==> config.mk <==
export PLATFORM = sky130hd
export DESIGN_NAME = stopwatch_ctrl
export DESIGN_NICKNAME = d
export VERILOG_FILES = /design/src/rtl/stopwatch_pkg.sv /design/src/rtl/bcd_mod60.sv /design/src/rtl/stopwatch_ctrl.sv
export SDC_FILE = /design/constraint.sdc
export NUM_CORES = 1
export LEC_CHECK = 0
export ABC_AREA = 1
export CORE_ASPECT_RATIO = 0.75
export CORE_MARGIN = 8
export CORE_UTILIZATION = 25
export CTS_CLUSTER_DIAMETER = 120
export DETAILED_ROUTE_END_ITERATION = 10
export GPL_TIMING_DRIVEN = 0
export SLEW_MARGIN = 20
export SYNTH_ARGS = -nofsm -noshare
export SYNTH_HDL_FRONTEND = slang
export SYNTH_SLANG_ARGS = --single-unit
==> constraint.sdc <==
create_clock -name clkDis -period 3.5 [get_ports clkDis]
set_clock_uncertainty 0.15 [all_clocks]
set_input_delay 0.7 -clock clkDis [delete_from_list [all_inputs] [get_ports clkDis]]
set_output_delay 0.7 -clock clkDis [all_outputs]
set_load 0.03 [all_outputs]
==> src/rtl/stopwatch_pkg.sv <==
// stopwatch_pkg
// Purpose: definitions shared by the stopwatch controller and its BCD
//          counter: the controller state encoding, the mod-60 digit limits
//          and the digit widths.
package stopwatch_pkg;

  typedef enum logic [1:0] {
    RUN    = 2'd0,
    PAUSED = 2'd1,
    ADJUST = 2'd2
  } state_t;

  localparam int MAX_TENS = 5;
  localparam int MAX_ONES = 9;

  localparam int TENS_W = 3;
  localparam int ONES_W = 4;

endpackage

==> src/rtl/bcd_mod60.sv <==
// bcd_mod60
// Purpose: two-digit BCD counter that wraps from 59 to 00. It is used for
//          both the seconds field and the minutes field of the stopwatch.
// Ports:
//   clkDis   - display-domain clock, rising edge
//   clr      - synchronous clear to 00; has priority over inc
//   inc      - count up by one on this edge
//   tens     - registered tens digit, 0..MAX_TENS
//   ones     - registered ones digit, 0..MAX_ONES
//   carryOut - high when inc is asserted while the count is 59, so the
//              next field up can advance on the same edge
module bcd_mod60
  import stopwatch_pkg::*;
(
  input  logic              clkDis,
  input  logic              clr,
  input  logic              inc,
  output logic [TENS_W-1:0] tens,
  output logic [ONES_W-1:0] ones,
  output logic              carryOut
);

  logic [TENS_W-1:0] r_tens;
  logic [ONES_W-1:0] r_ones;
  logic              w_onesMax;
  logic              w_tensMax;

  assign w_onesMax = (r_ones == ONES_W'(MAX_ONES));
  assign w_tensMax = (r_tens == TENS_W'(MAX_TENS));
  assign carryOut  = inc & w_onesMax & w_tensMax;

  // Ones digit wraps 9->0 and bumps the tens digit; tens wraps 5->0.
  always_ff @(posedge clkDis) begin
    if (clr) begin
      r_tens <= '0;
      r_ones <= '0;
    end else if (inc) begin
      if (w_onesMax) begin
        r_ones <= '0;
        r_tens <= w_tensMax ? '0 : r_tens + 1'b1;
      end else begin
        r_ones <= r_ones + 1'b1;
      end
    end
  end

  assign tens = r_tens;
  assign ones = r_ones;

endmodule

==> src/rtl/stopwatch_ctrl.sv <==
// stopwatch_ctrl
// Purpose: sequencing controller for the stopwatch. It runs the
//          RUN/PAUSED/ADJUST state machine, owns the MM:SS digits and
//          produces the blank strobes that make the adjusted field blink.
// Ports:
//   clkDis   - display-domain clock, rising edge
//   rst      - synchronous active-high reset, also the user reset pulse
//   pauseP   - one-cycle pause event, toggles the pause flag
//   tick1hz  - normal count enable pulse
//   tick2hz  - adjust increment and blink pulse
//   adj      - adjust-mode switch level
//   sel      - adjust field select (0 = minutes, 1 = seconds)
//   m10/m1   - minutes tens/ones digits
//   s10/s1   - seconds tens/ones digits
//   paused   - pause flag
//   blankMin - blank the minutes digits this cycle
//   blankSec - blank the seconds digits this cycle
module stopwatch_ctrl
  import stopwatch_pkg::*;
(
  input  logic              clkDis,
  input  logic              rst,
  input  logic              pauseP,
  input  logic              tick1hz,
  input  logic              tick2hz,
  input  logic              adj,
  input  logic              sel,
  output logic [TENS_W-1:0] m10,
  output logic [ONES_W-1:0] m1,
  output logic [TENS_W-1:0] s10,
  output logic [ONES_W-1:0] s1,
  output logic              paused,
  output logic              blankMin,
  output logic              blankSec
);

  state_t r_state;
  state_t w_stateNext;
  logic   r_paused;
  logic   w_pausedNext;
  logic   r_phase;
  logic   w_phaseNext;
  logic   w_secInc;
  logic   w_minInc;
  logic   w_secCarry;

  // State, pause flag and blink phase registers.
  always_ff @(posedge clkDis) begin
    if (rst) begin
      r_state  <= RUN;
      r_paused <= 1'b0;
      r_phase  <= 1'b0;
    end else begin
      r_state  <= w_stateNext;
      r_paused <= w_pausedNext;
      r_phase  <= w_phaseNext;
    end
  end

  // Outside ADJUST the state simply mirrors the next pause flag. This keeps
  // RUN/PAUSED consistent with the flag even when pauseP arrives in ADJUST.
  // The blink phase only toggles while already in ADJUST. It is cleared
  // whenever the next state is not ADJUST, so no stray blank appears in the
  // first cycle after leaving adjust mode.
  always_comb begin
    w_pausedNext = r_paused ^ pauseP;
    w_stateNext  = w_pausedNext ? PAUSED : RUN;
    w_phaseNext  = 1'b0;
    w_secInc     = 1'b0;
    w_minInc     = 1'b0;
    if (adj) begin
      w_stateNext = ADJUST;
    end
    unique case (r_state)
      RUN: begin
        w_secInc = tick1hz;
        w_minInc = w_secCarry;
      end
      ADJUST: begin
        w_secInc = tick2hz & sel;
        w_minInc = tick2hz & ~sel;
        if (w_stateNext == ADJUST) begin
          w_phaseNext = r_phase ^ tick2hz;
        end
      end
      default: begin
      end
    endcase
  end

  bcd_mod60 u_sec (
    .clkDis   (clkDis),
    .clr      (rst),
    .inc      (w_secInc),
    .tens     (s10),
    .ones     (s1),
    .carryOut (w_secCarry)
  );

  // Minutes wrap silently; the stopwatch has no hours field.
  bcd_mod60 u_min (
    .clkDis   (clkDis),
    .clr      (rst),
    .inc      (w_minInc),
    .tens     (m10),
    .ones     (m1),
    .carryOut ()
  );

  assign paused   = r_paused;
  assign blankMin = r_phase & ~sel;
  assign blankSec = r_phase & sel;

endmodule

Word-level counts from Yosys, hierarchy flattened
Index checks and enable logic that the tools add are counted.
{ "op_classes": {"add_sub_neg": 4, "eq_ne": 6, "n_mux": 8, "bitwise_logic": 11, "n_reduce_logical": 4} }
{ "op_table": {"columns": ["operator", "n"], "rows": [
  ["$add A4 B1 Y4 const B", 2],
  ["$eq A4 B4 Y1 const B", 2],
  ["$mux W4", 2],
  ["$add A3 B1 Y3 const B", 2],
  ["$and A1 B1 Y1", 6],
  ["$eq A3 B3 Y1 const B", 2],
  ["$mux W3", 2],
  ["$eq A2 B2 Y1 const B", 2],
  ["$pmux W1 S2", 2],
  ["$reduce_and A2 Y1", 2],
  ["$not A1 Y1", 3],
  ["$reduce_or A3 Y1", 1],
  ["$logic_not A2 Y1", 1],
  ["$mux W2", 1],
  ["$xor A1 B1 Y1", 2],
  ["$mux W1", 1]
]} }
{ "word_totals": {"register_bits": 18, "in_bits": 7, "out_inout_bits": 17, "word_cells": 40} }

Longest topological paths before layout
Gate-level depths: netlist (run 1).
{ "logic_depth": {"depth_word": 6, "ltp_mapped": 9, "mapped_depth_nobuf": 9} }

Hierarchy
From an unflattened synthesis (run 1), not the netlist that was laid out.
{ "unflattened": {"cells_unflattened": 133, "area_unflattened_um2": 874.6} }
{ "by_module_without_submodules": {"columns": ["module", "n_inst", "cells_each", "area_each_um2", "seq_area_each_um2"], "rows": [
  ["bcd_mod60", 2, 50, 334.1, 140.1],
  ["stopwatch_ctrl", 1, 33, 206.4, 80.1]
]} }

Least setup slack after synthesis (run 1)
OpenSTA, ideal clock, no wires.
{ "synth_timing": {"kind": "input to output", "startpoint": "in sel", "endpoint": "out blankMin", "t_arrival_ns": 1.113, "required_ns": 2.650, "slack_ns": 1.537, "cell_stages": 1, "n_path_buf": 0, "path_cell_list": "nor2_1"} }
{ "synth_via": {"elab_chain_cells": 2} }
{ "synth_rtl": {"columns": ["element", "line_no", "text"], "rows": [
  ["start, declared", "stopwatch_ctrl.sv:27", "input logic sel,"],
  ["$not A1 Y1", "stopwatch_ctrl.sv:111", "assign blankMin = r_phase & ~sel;"],
  ["$and A1 B1 Y1", "stopwatch_ctrl.sv:111", null],
  ["end, declared", "stopwatch_ctrl.sv:33", "output logic blankMin,"]
]} }
No other way between the ends.

Worst setup path in the final report (run 1)
{ "layout_timing": {"startpoint": "in sel", "endpoint": "out blankSec"} }
{ "layout_via": {"elab_chain_cells": 1} }
{ "layout_rtl": {"columns": ["element", "line_no", "text"], "rows": [
  ["$and A1 B1 Y1", "stopwatch_ctrl.sv:112", "assign blankSec = r_phase & sel;"],
  ["end, declared", "stopwatch_ctrl.sv:34", "output logic blankSec"]
]} }
No other way between the ends.

==> results of run 1 <==
## cell type report
type	count	area, um2	area share (%)
repair buffers	23	230	18.9
multi-input cells	80	433	35.5
flip-flops and latches	18	360	29.6
inverters	23	86.3	7.08
plain buffers	1	3.75	0.308
clock buffers	4	55.1	4.52
well taps	40	50.0	4.11
## worst min-delay path by stage
stage | start | end | slack [ns]
floorplan | r_state[0] | r_phase | 0.36
global placement | u_min.tens[1] | u_min.tens[1] | 0.33
detailed placement | u_min.tens[1] | u_min.tens[1] | 0.34
CTS | u_min.tens[1] | u_min.tens[1] | 0.35
global route | u_min.tens[1] | u_min.tens[1] | 0.38
finish | u_min.tens[1] | u_min.tens[1] | 0.35
## layout by cell type (no fill, tap or decap), drive strengths merged
cell type      Yosys  final
a21boi             1      1
nand4              1      1
xnor2              2      2
nor3               3      3
nor4               1      1
o32ai              1      1
dfxtp             18     18
clkbuf             1      5
clkdlybuf4s50      0     23
o21ai              7      7
nor2              14     14
nand3              9      9
inv               23     23
a21oi              8      8
nand2             28     28
xor2               2      2
nor3b              1      1
a31oi              1      1
o22ai              1      1
## power groups by stage
stage / clock network, mW / registers (mW) / logic (mW)
2_1_floorplan: 0 / 0.227 / 0.0215
3_3_place_gp: 0 / 0.220 / 0.0482
3_5_place_dp: 0 / 0.220 / 0.0489
4_1_cts: 0.173 / 0.215 / 0.0491
5_1_grt: 0.183 / 0.216 / 0.0541
6_report: 0.169 / 0.215 / 0.0486
## flip-flops by register name (all words and copies together), names as in the netlist
signal,flops
paused,1
u_min.tens,3
u_min.ones,4
r_phase,1
r_state,2
u_sec.tens,3
u_sec.ones,4
## kinds of logic after synthesis
group / synth area share, %
xor+xnor: 3.97
simple gates: 31.6
buf+inv: 10.2
compound gates: 13.5
flops: 40.8
## routing by layer
metal  track usage [%]  wire length, um  vias to the layer above
li1                  -                -                      442
met3              3.64              146                        4
met2              12.5              877                       19
met5                 0                0                        -
met1              7.80              952                      373
met4              3.09               27                        0
## worst reg2reg max path, stage by stage (launching register included)
cell,delay [ns]
sky130_fd_sc_hd__dfxtp_1,0.32
sky130_fd_sc_hd__nor2_1,0.16
sky130_fd_sc_hd__nand2_1,0.06
sky130_fd_sc_hd__nor2_1,0.12
sky130_fd_sc_hd__nand3_2,0.11
sky130_fd_sc_hd__nand2_4,0.12
sky130_fd_sc_hd__nand2_1,0.10
sky130_fd_sc_hd__nand2_1,0.08
sky130_fd_sc_hd__a21oi_1,0.05
==> Implementation_results.wiki, run 1 <==
{| class="wikitable"
! Metric !! Value
|-
| Clock tree from TritonCTS || built
|-
| Worst relative slew slack || 69.1%
|-
| Class of the most critical setup path || primary input to output port
|-
| Flop and latch count out of synthesis || 18
|-
| Maximum root-to-sink buffer count || 2
|-
| Setup Viol. Count Final || 0
|-
| Initial cell density of the core || 26.5%
|-
| Max stage delay cell, worst path || sky130_fd_sc_hd__clkdlybuf4s50_1
|-
| Pin count of the biggest net entering global routing || 11
|-
| VDD IR max || 152 uV
|-
| FP Rows || 18
|-
| Global-route wire length before repair || 3420 um
|-
| Total power || 0.433 mW
|-
| Max Transition Viols Final || 0
|-
| Clock transition at the registers of the reported paths || 0.07 ns
|-
| Total via count in the routed design || 838
|-
| Register-to-register setup slack || 2.10 ns
|-
| Net switching power of the design || 0.102 mW
|-
| Leading cell types by total area after synthesis || sky130_fd_sc_hd__dfxtp_1, sky130_fd_sc_hd__nand2_1, sky130_fd_sc_hd__inv_1
|-
| Number of nets in the synthesized netlist || 129
|-
| Total inserted antenna cells || 0
|-
| Clock Root Buffer || sky130_fd_sc_hd__clkbuf_8
|-
| Kind of cell adding the most delay to the critical path || buffers and inverters
|-
| Via density per instance || 4.43
|-
| Share of cells above drive strength 1 || 12.1%
|-
| Sequential group share of total power || 49.7%
|-
| Boundary pin count || 24
|-
| Utilization of the core after routing || 36.6%
|-
| Final-layout setup total negative slack || 0 ns
|-
| Total placed instance area || 1160 um2
|-
| Routed Antenna Nets || 0
|-
| Max-cap violations || 0
|-
| Sequence of cells on the critical path || clkdlybuf4s50_1, nand2_1, inv_1, clkdlybuf4s50_1
|-
| Mean post-synth cell area || 7.24 um2
|-
| Placer congestion estimate || 0.749
|-
| Sum of routed wire length over all layers || 2000 um
|-
| Slowest cell delay on critical path || 0.66 ns
|-
| CP Data Required Time || 2.65 ns
|-
| Antenna violations before repair || 0
|-
| Instance count of the mapped netlist || 122
|-
| Reg2Reg Capture Point || u_min.tens[2]
|-
| Number of H-tree branching levels || 1
|-
| Post-synth EDFFs || 0
|-
| Critical path buffers and inverters || 3
|-
| Post-cts hold buffer count || 0
|-
| RR Startpoint || r_state[0]
|-
| Number of input and output port buffers inserted || 23
|-
| Synthesis warning total || 0
|-
| Share of synthesized flip-flops with an asynchronous set or reset || 0%
|-
| Result of the run || finished, final reports clean
|-
| Number of logic stages on the critical path including buffering || 4
|-
| Clock Latency Late Sink || 0.25 ns
|-
| Launching element of the worst setup path || sel
|-
| Final cell count without fillers || 189
|-
| CTS-repair resized insts || 0
|-
| Post-route clock period utilization || 81.3%
|-
| Area of all placed cells without fillers || 1220 um2
|-
| Clk network pwr share || 39.0%
|-
| Placement Setup Slack || 0.644 ns
|-
| Share of the synthesized area in the top cell type || 40.8%
|-
| Largest fanout on the critical path || 4
|-
| Tightest Pin Transition || 0.464 ns
|-
| First-iteration detailed-routing DRC count || 39
|-
| Syn-to-layout area delta || 38.0%
|-
| Area of the die || 5710 um2
|-
| Fraction of power spent switching nets || 23.6%
|-
| Clock Sink Count || 18
|-
| DIE HEIGHT || 67.5 um
|-
| Critical Path Most Common Cell || sky130_fd_sc_hd__clkdlybuf4s50_1
|-
| Dominant synthesized flop cell || sky130_fd_sc_hd__dfxtp_1
|-
| Final Hold Fails || 0
|-
| Post-Route Hold Slack || 0.349 ns
|-
| Number of filler cells placed in the layout || 344
|-
| Post-detailed-placement half-perimeter wirelength || 1610 um
|-
| Post-Syn Area || 883 um2
|-
| Via count of the first global-routing pass || 801
|-
| Cell total after placement || 185
|-
| GRT overflow || 0
|-
| Library cells used by synthesis || 27
|-
| Data arrival, critical path || 2.00 ns
|-
| Power density cells || 355 nW/um2
|-
| Detailed-route wire length per cell || 10.6 um
|-
| Setup repair after global routing missed its margin || false
|-
| Cts bufs inserted || 3
|-
| Count of TritonRoute iterations in the first routing pass || 4
|-
| Final routed DRC violation total || 0
|-
| Combined global-route utilization of all metal layers || 7.36%
|-
| Yosys top cell by area || sky130_fd_sc_hd__dfxtp_1
|-
| Leading post-synthesis cells by instance count || sky130_fd_sc_hd__nand2_1, sky130_fd_sc_hd__inv_1, sky130_fd_sc_hd__dfxtp_1
|-
| Core ar. || 3330 um2
|-
| Total leakage power || 0.428 nW
|-
| Setup WS post-layout || 0.653 ns
|-
| Share of synthesized area occupied by flip-flops and latches || 40.8%
|-
| Total number of nets in the final design || 157
|-
| Post-CTS setup-driven buffer insertion count || 0
|-
| Most frequently used cell type in the post-synthesis netlist || sky130_fd_sc_hd__nand2_1
|-
| Achievable frequency || 0.351 GHz
|-
| Number of cells on the worst hold path || 2
|-
| Proportion of power drawn by combinational gates || 11.2%
|-
| Die Width || 84.6 um
|-
| Worst setup path end || blankSec
|-
| Cell depth of the worst flop-to-flop path || 8
|-
| Final critical-path required period || 2.85 ns
|-
| Class of the tightest hold or removal check || flip-flop to flip-flop
|-
| Endpoint kind of the worst setup timing path || output port
|-
| Cell-internal power || 0.331 mW
|-
| Setup crit start kind || primary input
|}
Power figures use the tool's default switching activity.
==> run 2: changes to the inputs <==
==> constraint.sdc (replaced) <==
create_clock -name clkDis -period 2.8 [get_ports clkDis]
set_clock_uncertainty 0.15 [all_clocks]
set_input_delay 0.56 -clock clkDis [delete_from_list [all_inputs] [get_ports clkDis]]
set_output_delay 0.56 -clock clkDis [all_outputs]
set_load 0.03 [all_outputs]
==> results of run 2 <==
Same layout as run 1 (identical final DEF). Status: finished, final reports clean.
Among the figures that moved: setup slack after placement 0.644 ns -> 0.224 ns; setup slack after layout 0.653 ns -> 0.233 ns; register-to-register setup slack 2.10 ns -> 1.40 ns; total power 0.433 mW -> 0.541 mW; worst IR drop on VDD 152 uV -> 191 uV
==> run 3: changes to the inputs <==
--- a/config.mk
+++ b/config.mk
@@ -6,13 +6,15 @@
 export NUM_CORES = 1
 export LEC_CHECK = 0
 export ABC_AREA = 1
+export CELL_PAD_IN_SITES_DETAIL_PLACEMENT = 1
+export CELL_PAD_IN_SITES_GLOBAL_PLACEMENT = 1
 export CORE_ASPECT_RATIO = 0.75
 export CORE_MARGIN = 8
 export CORE_UTILIZATION = 25
 export CTS_CLUSTER_DIAMETER = 120
 export DETAILED_ROUTE_END_ITERATION = 10
 export GPL_TIMING_DRIVEN = 0
-export SLEW_MARGIN = 20
+export PLACE_DENSITY_LB_ADDON = 0.1
 export SYNTH_ARGS = -nofsm -noshare
 export SYNTH_HDL_FRONTEND = slang
 export SYNTH_SLANG_ARGS = --single-unit
==> Implementation_results.wiki, run 3 (same netlist as run 1, synthesis figures left out) <==
{| class="wikitable"
! Metric !! Value
|-
| Launching element of the worst setup path || sel
|-
| Boundary pin count || 24
|-
| FP Rows || 18
|-
| CTS-repair resized insts || 0
|-
| Pin count of the biggest net entering global routing || 11
|-
| Achievable frequency || 0.388 GHz
|-
| Kind of cell adding the most delay to the critical path || buffers and inverters
|-
| Proportion of power drawn by combinational gates || 11.3%
|-
| Placer congestion estimate || 0.721
|-
| Slowest cell delay on critical path || 0.66 ns
|-
| Number of filler cells placed in the layout || 413
|-
| Clock Sink Count || 18
|-
| Antenna violations before repair || 0
|-
| Number of input and output port buffers inserted || 23
|-
| Number of logic stages on the critical path including buffering || 4
|-
| GRT overflow || 0
|-
| Total number of nets in the final design || 157
|-
| Clock Root Buffer || sky130_fd_sc_hd__clkbuf_8
|-
| Tightest Pin Transition || 0.522 ns
|-
| Reg2Reg Capture Point || u_min.tens[0]
|-
| Worst setup path end || blankSec
|-
| Area of all placed cells without fillers || 1220 um2
|-
| Clock Latency Late Sink || 0.26 ns
|-
| Power density cells || 450 nW/um2
|-
| Sequence of cells on the critical path || clkdlybuf4s50_1, nand2_1, inv_1, clkdlybuf4s50_1
|-
| Sequential group share of total power || 49.1%
|-
| Cell total after placement || 185
|-
| Sum of routed wire length over all layers || 2270 um
|-
| Via count of the first global-routing pass || 877
|-
| Via density per instance || 4.42
|-
| Most common library cell in the layout ignoring fill and taps || sky130_fd_sc_hd__nand2_1
|-
| Clock transition at the registers of the reported paths || 0.07 ns
|-
| Final routed DRC violation total || 0
|-
| Maximum root-to-sink buffer count || 2
|-
| Post-detailed-placement half-perimeter wirelength || 1820 um
|-
| Max stage delay cell, worst path || sky130_fd_sc_hd__clkdlybuf4s50_1
|-
| Final cell count without fillers || 189
|-
| Total placed instance area || 1160 um2
|-
| Total power || 0.549 mW
|-
| Post-CTS setup-driven buffer insertion count || 0
|-
| Cts bufs inserted || 3
|-
| VDD IR max || 242 uV
|-
| CP Data Required Time || 2.09 ns
|-
| DIE HEIGHT || 67.5 um
|-
| Share of cells above drive strength 1 || 12.1%
|-
| Final-layout setup total negative slack || 0 ns
|-
| Area of the die || 5710 um2
|-
| Clk network pwr share || 39.7%
|-
| Total inserted antenna cells || 0
|-
| Critical path buffers and inverters || 3
|-
| Fraction of power spent switching nets || 24.7%
|-
| Final Hold Fails || 0
|-
| Clock tree from TritonCTS || built
|-
| Core ar. || 3330 um2
|-
| Final critical-path required period || 2.58 ns
|-
| Critical Path Most Common Cell || sky130_fd_sc_hd__clkdlybuf4s50_1
|-
| Die Width || 84.6 um
|-
| Total via count in the routed design || 835
|-
| Worst relative slew slack || 65.2%
|-
| First-iteration detailed-routing DRC count || 18
|-
| Count of TritonRoute iterations in the first routing pass || 4
|-
| Largest fanout on the critical path || 4
|-
| Data arrival, critical path || 1.87 ns
|-
| Commonest cells after routing, fill and taps aside || sky130_fd_sc_hd__nand2_1, sky130_fd_sc_hd__clkdlybuf4s50_1, sky130_fd_sc_hd__inv_1
|-
| Setup repair after global routing missed its margin || false
|-
| Combined global-route utilization of all metal layers || 8.59%
|-
| Total leakage power || 0.428 nW
|-
| Register-to-register setup slack || 1.35 ns
|-
| RR Startpoint || u_sec.ones[0]
|-
| Syn-to-layout area delta || 38.0%
|-
| Endpoint kind of the worst setup timing path || output port
|-
| Class of the tightest hold or removal check || flip-flop to flip-flop
|-
| Cell-internal power || 0.413 mW
|-
| Detailed-route wire length per cell || 12.0 um
|-
| Initial cell density of the core || 26.5%
|-
| Setup crit start kind || primary input
|-
| Post-route clock period utilization || 92.0%
|-
| Max-cap violations || 0
|-
| Net switching power of the design || 0.135 mW
|-
| Routed Antenna Nets || 0
|-
| Class of the most critical setup path || primary input to output port
|-
| Post-cts hold buffer count || 0
|-
| Max Transition Viols Final || 0
|-
| Cell depth of the worst flop-to-flop path || 7
|-
| Number of H-tree branching levels || 1
|-
| Global-route wire length before repair || 3910 um
|-
| Setup Viol. Count Final || 0
|-
| Result of the run || finished, final reports clean
|}
==> run 3: routing by layer <==
metal  GRT usage (%)  vias to the layer above  part of all wire [%]  wire length, um
met5               0                        -                     0                0
met4            3.09                        0                  0.79               18
met3            4.48                        2                   7.3              167
met2            14.3                       17                    46             1040
met1            9.34                      378                    46             1050
li1                -                      438                     -                -
==> run 3: worst min-delay path by stage <==
stage / from / endpoint / slack [ns] / depth (start not counted)
after floorplan: r_state[0] / r_phase / 0.36 / 3
after detailed placement: u_min.tens[1] / u_min.tens[1] / 0.35 / 2
after CTS: u_min.tens[1] / u_min.tens[1] / 0.36 / 2
final: u_min.tens[1] / u_min.tens[1] / 0.35 / 2
after global routing: u_min.tens[2] / u_min.tens[2] / 0.38 / 2
after global placement: u_min.tens[1] / u_min.tens[1] / 0.34 / 2
==> run 3: metrics by stage <==
stage / setup slack (ns) / hold WS (ns) / utilization, %
2_1_floorplan: 1.12 / 0.356 / -
3_3_place_gp: 0.221 / 0.340 / 34.9
3_5_place_dp: 0.215 / 0.347 / 34.9
4_1_cts: 0.209 / 0.357 / 36.6
5_1_grt: 0.141 / 0.384 / 36.6
6_report: 0.224 / 0.348 / 36.6
==> run 3: power groups by stage <==
stage / sequential (mW) / clock, mW / combinational (mW)
2_1_floorplan: 0.283 / 0 / 0.0269
3_3_place_gp: 0.275 / 0 / 0.0620
3_5_place_dp: 0.275 / 0 / 0.0628
4_1_cts: 0.269 / 0.226 / 0.0632
5_1_grt: 0.270 / 0.241 / 0.0679
6_report: 0.269 / 0.218 / 0.0619
==> run 3: worst reg2reg max path, delay by kind of cell, from the launching register on <==
kind / cells / cell delay [ns]
AOI/OAI and AO/OA: 1 / 0.06
and+or+nand+nor: 6 / 0.68
DFF: 1 / 0.43
==> run 3: cell type report <==
| cell class | instances | area (um2) | area share (%) |
|---|---|---|---|
| Inverter | 23 | 86.3 | 7.08 |
| Multi-Input combinational cell | 80 | 433 | 35.5 |
| Timing Repair Buffer | 23 | 230 | 18.9 |
| Clock buffer | 4 | 55.1 | 4.52 |
| Buffer | 1 | 3.75 | 0.308 |
| Sequential cell | 18 | 360 | 29.6 |
| Tap cell | 40 | 50.0 | 4.11 |
